`src/rtl/cart_mbc1_responder.sv`:
```
// ---------------------------------------------------------------------------
// cart_mbc1_responder
//
// Cartridge-side responder for the external CPU bus. Samples the asynchronous
// bus pins on a fast local clock, decodes read/write strobes with a small
// IDLE/READ/WRITE state machine, and implements the MBC1 banking registers
// (RAM enable, 5-bit low bank, 2-bit high bank, banking mode).
//
// Ports
//   clk        oversampling clock (>= 8x bus T-cycle rate)
//   nreset     asynchronous active-low reset
//   a          cartridge address pins
//   d_in       data pins as seen by the cartridge
//   d_out      data the cartridge drives onto the pins
//   d_oe       1 = cartridge drives D
//   nrd        /RD pin, active-low
//   nwr        /WR pin, active-low
//   ncs        /CS pin, active-low (A000-BFFF window)
//   rom_addr   byte address into the ROM image (registered every cycle)
//   rom_data   ROM image data for rom_addr (combinational)
//   ram_addr   byte address into cart RAM (registered every cycle)
//   ram_data   cart RAM read data (combinational)
//   ram_wdata  cart RAM write data
//   ram_we     one-cycle cart RAM write pulse
// ---------------------------------------------------------------------------
module cart_mbc1_responder #(
  parameter int ROM_BANK_BITS = 6,
  parameter int RAM_BANK_BITS = 2,
  parameter int SYNC_STAGES   = 2
) (
  input  logic                          clk,
  input  logic                          nreset,
  input  logic [15:0]                   a,
  input  logic [7:0]                    d_in,
  output logic [7:0]                    d_out,
  output logic                          d_oe,
  input  logic                          nrd,
  input  logic                          nwr,
  input  logic                          ncs,
  output logic [14+ROM_BANK_BITS-1:0]   rom_addr,
  input  logic [7:0]                    rom_data,
  output logic [13+RAM_BANK_BITS-1:0]   ram_addr,
  input  logic [7:0]                    ram_data,
  output logic [7:0]                    ram_wdata,
  output logic                          ram_we
);

  localparam int ROM_AW = 14 + ROM_BANK_BITS;
  localparam int RAM_AW = 13 + RAM_BANK_BITS;

  // Synchroniser word layout: {a[15:0], d_in[7:0], ncs, nwr, nrd}
  localparam int                PINS_W    = 27;
  localparam logic [PINS_W-1:0] PINS_IDLE = {16'h0000, 8'h00, 3'b111};

  typedef enum logic [1:0] {
    ST_IDLE,
    ST_READ,
    ST_WRITE
  } state_t;

  // -------------------------------------------------------------------------
  // Pin synchroniser
  // -------------------------------------------------------------------------
  logic [SYNC_STAGES-1:0][PINS_W-1:0] r_sync;

  // NOTE: the synchroniser chain is reset to the idle pin state (strobes
  // high) so no phantom strobe reaches the FSM as nreset releases.
  always_ff @(posedge clk or negedge nreset) begin
    if (!nreset) begin
      r_sync <= {SYNC_STAGES{PINS_IDLE}};
    end else begin
      r_sync <= {r_sync[SYNC_STAGES-2:0], a, d_in, ncs, nwr, nrd};
    end
  end

  logic [PINS_W-1:0] w_s;
  logic [15:0]       w_s_a;
  logic [7:0]        w_s_d;
  logic              w_s_ncs;
  logic              w_s_nwr;
  logic              w_s_nrd;

  assign w_s     = r_sync[SYNC_STAGES-1];
  assign w_s_a   = w_s[26:11];
  assign w_s_d   = w_s[10:3];
  assign w_s_ncs = w_s[2];
  assign w_s_nwr = w_s[1];
  assign w_s_nrd = w_s[0];

  // -------------------------------------------------------------------------
  // Banking registers, captured write, FSM state
  // -------------------------------------------------------------------------
  state_t      r_state;
  logic        r_ram_en;
  logic [4:0]  r_bank_lo;
  logic [1:0]  r_bank_hi;
  logic        r_mode;
  logic [15:0] r_cap_a;
  logic [7:0]  r_cap_d;
  logic        r_cap_ncs;

  // -------------------------------------------------------------------------
  // Read selection and bank mapping from the synchronised address
  // -------------------------------------------------------------------------
  logic        w_rom_sel;
  logic        w_ram_sel;
  logic        w_rd_sel;
  logic [6:0]  w_rom_bank;
  logic [1:0]  w_ram_bank;
  logic [20:0] w_rom_full;
  logic [14:0] w_ram_live;
  logic [14:0] w_ram_commit;
  logic        w_commit;

  assign w_rom_sel = !w_s_a[15];
  assign w_ram_sel = (w_s_a[15:13] == 3'b101) && !w_s_ncs && r_ram_en;
  assign w_rd_sel  = w_rom_sel || w_ram_sel;

  // 0000-3FFF sees bank 0, or the high bits alone in mode 1;
  // 4000-7FFF sees the full {bank_hi, bank_lo}.
  assign w_rom_bank = w_s_a[14] ? {r_bank_hi, r_bank_lo}
                                : (r_mode ? {r_bank_hi, 5'b00000} : 7'd0);
  assign w_ram_bank = r_mode ? r_bank_hi : 2'd0;

  // Full-width addresses; the size casts below drop bank bits beyond the
  // configured bank count, which is the masking MBC1 applies.
  assign w_rom_full   = {w_rom_bank, w_s_a[13:0]};
  assign w_ram_live   = {w_ram_bank, w_s_a[12:0]};
  assign w_ram_commit = {w_ram_bank, r_cap_a[12:0]};

  // The write is committed on the first cycle s_nwr is seen high again.
  assign w_commit = (r_state == ST_WRITE) && w_s_nwr;

  // -------------------------------------------------------------------------
  // FSM, banking registers and registered outputs
  // -------------------------------------------------------------------------
  // NOTE: non-blocking assignments throughout; a later assignment in the same
  // cycle (e.g. ram_addr in the commit branch) overrides the default above it.
  always_ff @(posedge clk or negedge nreset) begin
    if (!nreset) begin
      r_state   <= ST_IDLE;
      r_ram_en  <= 1'b0;
      r_bank_lo <= 5'd1;
      r_bank_hi <= 2'd0;
      r_mode    <= 1'b0;
      r_cap_a   <= 16'h0000;
      r_cap_d   <= 8'h00;
      r_cap_ncs <= 1'b1;
      d_oe      <= 1'b0;
      d_out     <= 8'h00;
      ram_we    <= 1'b0;
      ram_wdata <= 8'h00;
      rom_addr  <= '0;
      ram_addr  <= '0;
    end else begin
      ram_we   <= 1'b0;
      rom_addr <= ROM_AW'(w_rom_full);
      ram_addr <= RAM_AW'(w_ram_live);

      // Track the bus while /WR is low so the commit uses the final values.
      if (!w_s_nwr) begin
        r_cap_a   <= w_s_a;
        r_cap_d   <= w_s_d;
        r_cap_ncs <= w_s_ncs;
      end

      case (r_state)
        ST_IDLE: begin
          // Write wins when both strobes are low.
          if (!w_s_nwr) begin
            r_state <= ST_WRITE;
          end else if (!w_s_nrd && w_rd_sel) begin
            r_state <= ST_READ;
            d_oe    <= 1'b1;
            d_out   <= w_rom_sel ? rom_data : ram_data;
          end
        end

        ST_READ: begin
          if (!w_s_nwr) begin
            r_state <= ST_WRITE;
            d_oe    <= 1'b0;
          end else if (w_s_nrd) begin
            r_state <= ST_IDLE;
            d_oe    <= 1'b0;
          end else begin
            d_out <= w_rom_sel ? rom_data : ram_data;
          end
        end

        ST_WRITE: begin
          if (w_commit) begin
            r_state <= ST_IDLE;
            case (r_cap_a[15:13])
              3'b000: r_ram_en  <= (r_cap_d[3:0] == 4'hA);
              // MBC1 quirk: a zero low bank field selects bank 1.
              3'b001: r_bank_lo <= (r_cap_d[4:0] == 5'd0) ? 5'd1 : r_cap_d[4:0];
              3'b010: r_bank_hi <= r_cap_d[1:0];
              3'b011: r_mode    <= r_cap_d[0];
              3'b101: begin
                if (!r_cap_ncs && r_ram_en) begin
                  ram_we    <= 1'b1;
                  ram_wdata <= r_cap_d;
                  ram_addr  <= RAM_AW'(w_ram_commit);
                end
              end
              default: ;
            endcase
          end
        end

        default: begin
          r_state <= ST_IDLE;
          d_oe    <= 1'b0;
        end
      endcase
    end
  end

endmodule
```
`config.mk`:
```
export PLATFORM = sky130hd
export DESIGN_NAME = cart_mbc1_responder
export DESIGN_NICKNAME = d
export VERILOG_FILES = /design/src/rtl/cart_mbc1_responder.sv
export SDC_FILE = /design/constraint.sdc
export NUM_CORES = 1
export LEC_CHECK = 0
export ABC_AREA = 1
export BUFFER_PORTS_ARGS = -buffer_cell sky130_fd_sc_hd__buf_2
export CORE_UTILIZATION = 54
export CTS_CLUSTER_DIAMETER = 100
export CTS_CLUSTER_SIZE = 28
export DETAILED_ROUTE_END_ITERATION = 6
export PLACE_DENSITY_LB_ADDON = 0.05
export SLEW_MARGIN = 30
export SYNTH_ARGS = -nofsm -noshare
export SYNTH_HDL_FRONTEND = slang
export SYNTH_SLANG_ARGS = --single-unit
```
`constraint.sdc`:
```
create_clock -name clk -period 1.7 [get_ports clk]
set_input_delay 0.34 -clock clk [delete_from_list [all_inputs] [get_ports clk]]
set_output_delay 0.34 -clock clk [all_outputs]
set_load 0.01 [all_outputs]
```
==> out/metrics.cfg <==
[outcome]
status=completed

[final_layout]
insertedDiodeCount=0
final_common_cell=dfrtp_1
num-fill-cells=617
final_cell_mix=dfrtp_1 (135), nand2_1 (109), buf_2 (96)
drive_gt1_frac=0.334
fin_util=0.728
synthToLayoutAreaGrowth_pct=30.8
fin_nets=577

[clocking]
cts_htree_levels=4
cts_buffers=17
clk_path_buf_depth=2
clock_sinks=143
clk_latency_ns=0.51
root_buffer=clkbuf_8
clkTransAtPathRegs_ns=0.06
cts_tree=built

[critical_path]
crit_path_end_kind=register
arrival_ns=1.99
worstReg2RegStart=w_s[1]$_DFF_PN1_
crit_path_top_delay_cell=dfstp_2
crit_path_start_kind=register
slowest_delay_ns=0.59
crit_required_ns=2.13
r2r_slack_ns=0.14
r2r_cells=5
r2r_end=ram_addr[9]$_DFF_PN0_
critPathKind=register to register
path_max_fanout=30
path_cells=nand3_2 > nand3b_4 > clkinv_4 > nand2_2 > o21ai_2

[run]
cap_violations=0

[synthesis]
synth_nets=438
ys_types=27
synthCells=393
netlist_area_um2=4830
avgSynthCellArea_um2=12.3
ys_ff_latch=143
synth_edf_count=0
yosysSeqAreaShare=0.743
ys.flop_type=dfrtp_1
yosysWarnings=0
async_flop_share=1.00

[sta]
slew_viol_final=0
tns_ns=0
fmax_mhz=642
clock_skew_ns=0.00591
setup_violations=0
slew-limit-headroom=0.776
min_period_ns=1.56
hold_viol_final=0
post-route-period-util=0.917
rsz0062_at_grt=false
worstMarginPinSlew_ns=0.336

[global_routing]
grt_max_degree=54
overflow=0
globalRouteTotalUtil=0.197
antenna_found_initial=0
grt_pass1_wl_um=13400
grt_pass1_vias=2907

[power]
switching_share=0.238
power_density_nw_per_um2=1300
combPwrFrac=0.080
vdd_drop_max_v=0.000790
seqPwrFrac=0.470
clockPowerShare=0.449
switchingPower_uw=1960
p_int_uw=6260
power.leakage_uw=0.00325

[place]
dp_hpwl_um=5100
gp_congestion=0.719
portBuffers=97

[route]
drt_iter0_drc=107
drt-pass1-iter-count=4
vias=3055
vias_per_cell=4.68
finalWirelength_um=8290
drc_errors=0
antenna_left=0
wire_per_inst_um=12.7

[floorplanning]
initial_utilization=0.557
core_um2=8680
die_width_um=96.6
rows=34
io_pins=98
fp.dieArea_um2=9330
die_h_um=96.6

[hold_path]
min_to=d_out[4]$_DFFE_PN0P_
hold_depth=5
hold_path.class=primary input to register
hold_path_startpoint=rom_data[4]

[power by group through the flow]
stage	Clock, µW	Combinational (µW)	Sequential (µW)
2_1_floorplan	0	255	3960
3_3_place_gp	0	590	3920
3_5_place_dp	0	610	3930
4_1_cts	3750	665	3870
5_1_grt	3900	764	3900
6_report	3690	662	3870
[logic make-up after synthesis]
kind of cell | share of synthesized area
AND/OR/NAND/NOR | 0.139
flip-flops | 0.743
AO/OA/AOI/OAI | 0.0671
buffers and inverters | 0.0513
[layer usage]
metal,share of wire,wire length [µm],GRT usage
met5,0,0,0
met4,0.011,91,0.0735
met3,0.046,385,0.0657
met2,0.49,4040,0.309
met1,0.46,3770,0.255
[area by class of cell]
class,count,area [µm²],area share
Clock buffer,18,418,0.0662
Clock inverter,14,183,0.0289
Inverter,37,144,0.0228
Multi-Input combinational cell,202,993,0.157
Sequential cell,143,3590,0.568
Tap cell,108,135,0.0214
Timing Repair Buffer,131,855,0.135
[critical path, delay by kind of cell (launching register included)]
family | cells | cell delay, ns
DFF | 1 | 0.59
buffers and inverters | 1 | 0.32
and+or+nand+nor | 3 | 0.49
AOI/OAI and AO/OA | 1 | 0.07
[how the worst max path moves through the flow]
stage / from / to / depth (start not counted)
after floorplan: w_s[1]$_DFF_PN1_ / d_out[0]$_DFFE_PN0P_ / 6
after global placement: w_s[1]$_DFF_PN1_ / d_out[1]$_DFFE_PN0P_ / 5
after detailed placement: w_s[1]$_DFF_PN1_ / d_out[4]$_DFFE_PN0P_ / 5
after CTS: w_s[1]$_DFF_PN1_ / d_out[1]$_DFFE_PN0P_ / 5
after global routing: w_s[1]$_DFF_PN1_ / ram_addr[6]$_DFF_PN0_ / 5
final: w_s[1]$_DFF_PN1_ / ram_addr[9]$_DFF_PN0_ / 5
[synthesized netlist by cell type, types with 2 or more instances]
cell | n | area (µm²)
nand2_1 | 109 | 409
inv_1 | 32 | 120
o21ai_0 | 32 | 160
nand2_2 | 17 | 106
inv_2 | 3 | 11.3
buf_12 | 3 | 60.1
dfrtp_1 | 135 | 3380
dfstp_2 | 8 | 210
nor2_1 | 4 | 15.0
buf_2 | 2 | 10.0
o21ai_2 | 13 | 114
o21ai_1 | 5 | 25.0
nand3_1 | 13 | 65.1
nand3_2 | 2 | 20.0
clkbuf_1 | 3 | 11.3
[flip-flops by register name, indices dropped and copies added (netlist names), 8 cells and up]
signal and flops:
d_out 8, r_cap_a 16, r_cap_d 8, r_sync 27, ram_addr 15, ram_wdata 8
rom_addr 20, w_s 27
[timing repair]
item	in CTS	in global routing
hold buffers	28	0
setup endpoints to repair	0	8
setup buffers	0	1
gates resized for setup	0	0
endpoints found under the hold margin	58	0
[stage by stage]
stage | setup slack, ns | hold slack (ns) | power (µW) | instance area (µm²) | cells
after floorplan | 0.321 | 0.0444 | 4210 | 4830 | 393
after global placement | 0.188 | 0.248 | 4510 | 5420 | 592
after detailed placement | 0.111 | 0.246 | 4540 | 5420 | 592
after CTS | 0.107 | 0.136 | 8280 | 6300 | 652
after global routing | 0.0481 | 0.149 | 8570 | 6320 | 653
final | 0.142 | 0.152 | 8220 | 6320 | 653
Power figures use the tool's default switching activity.
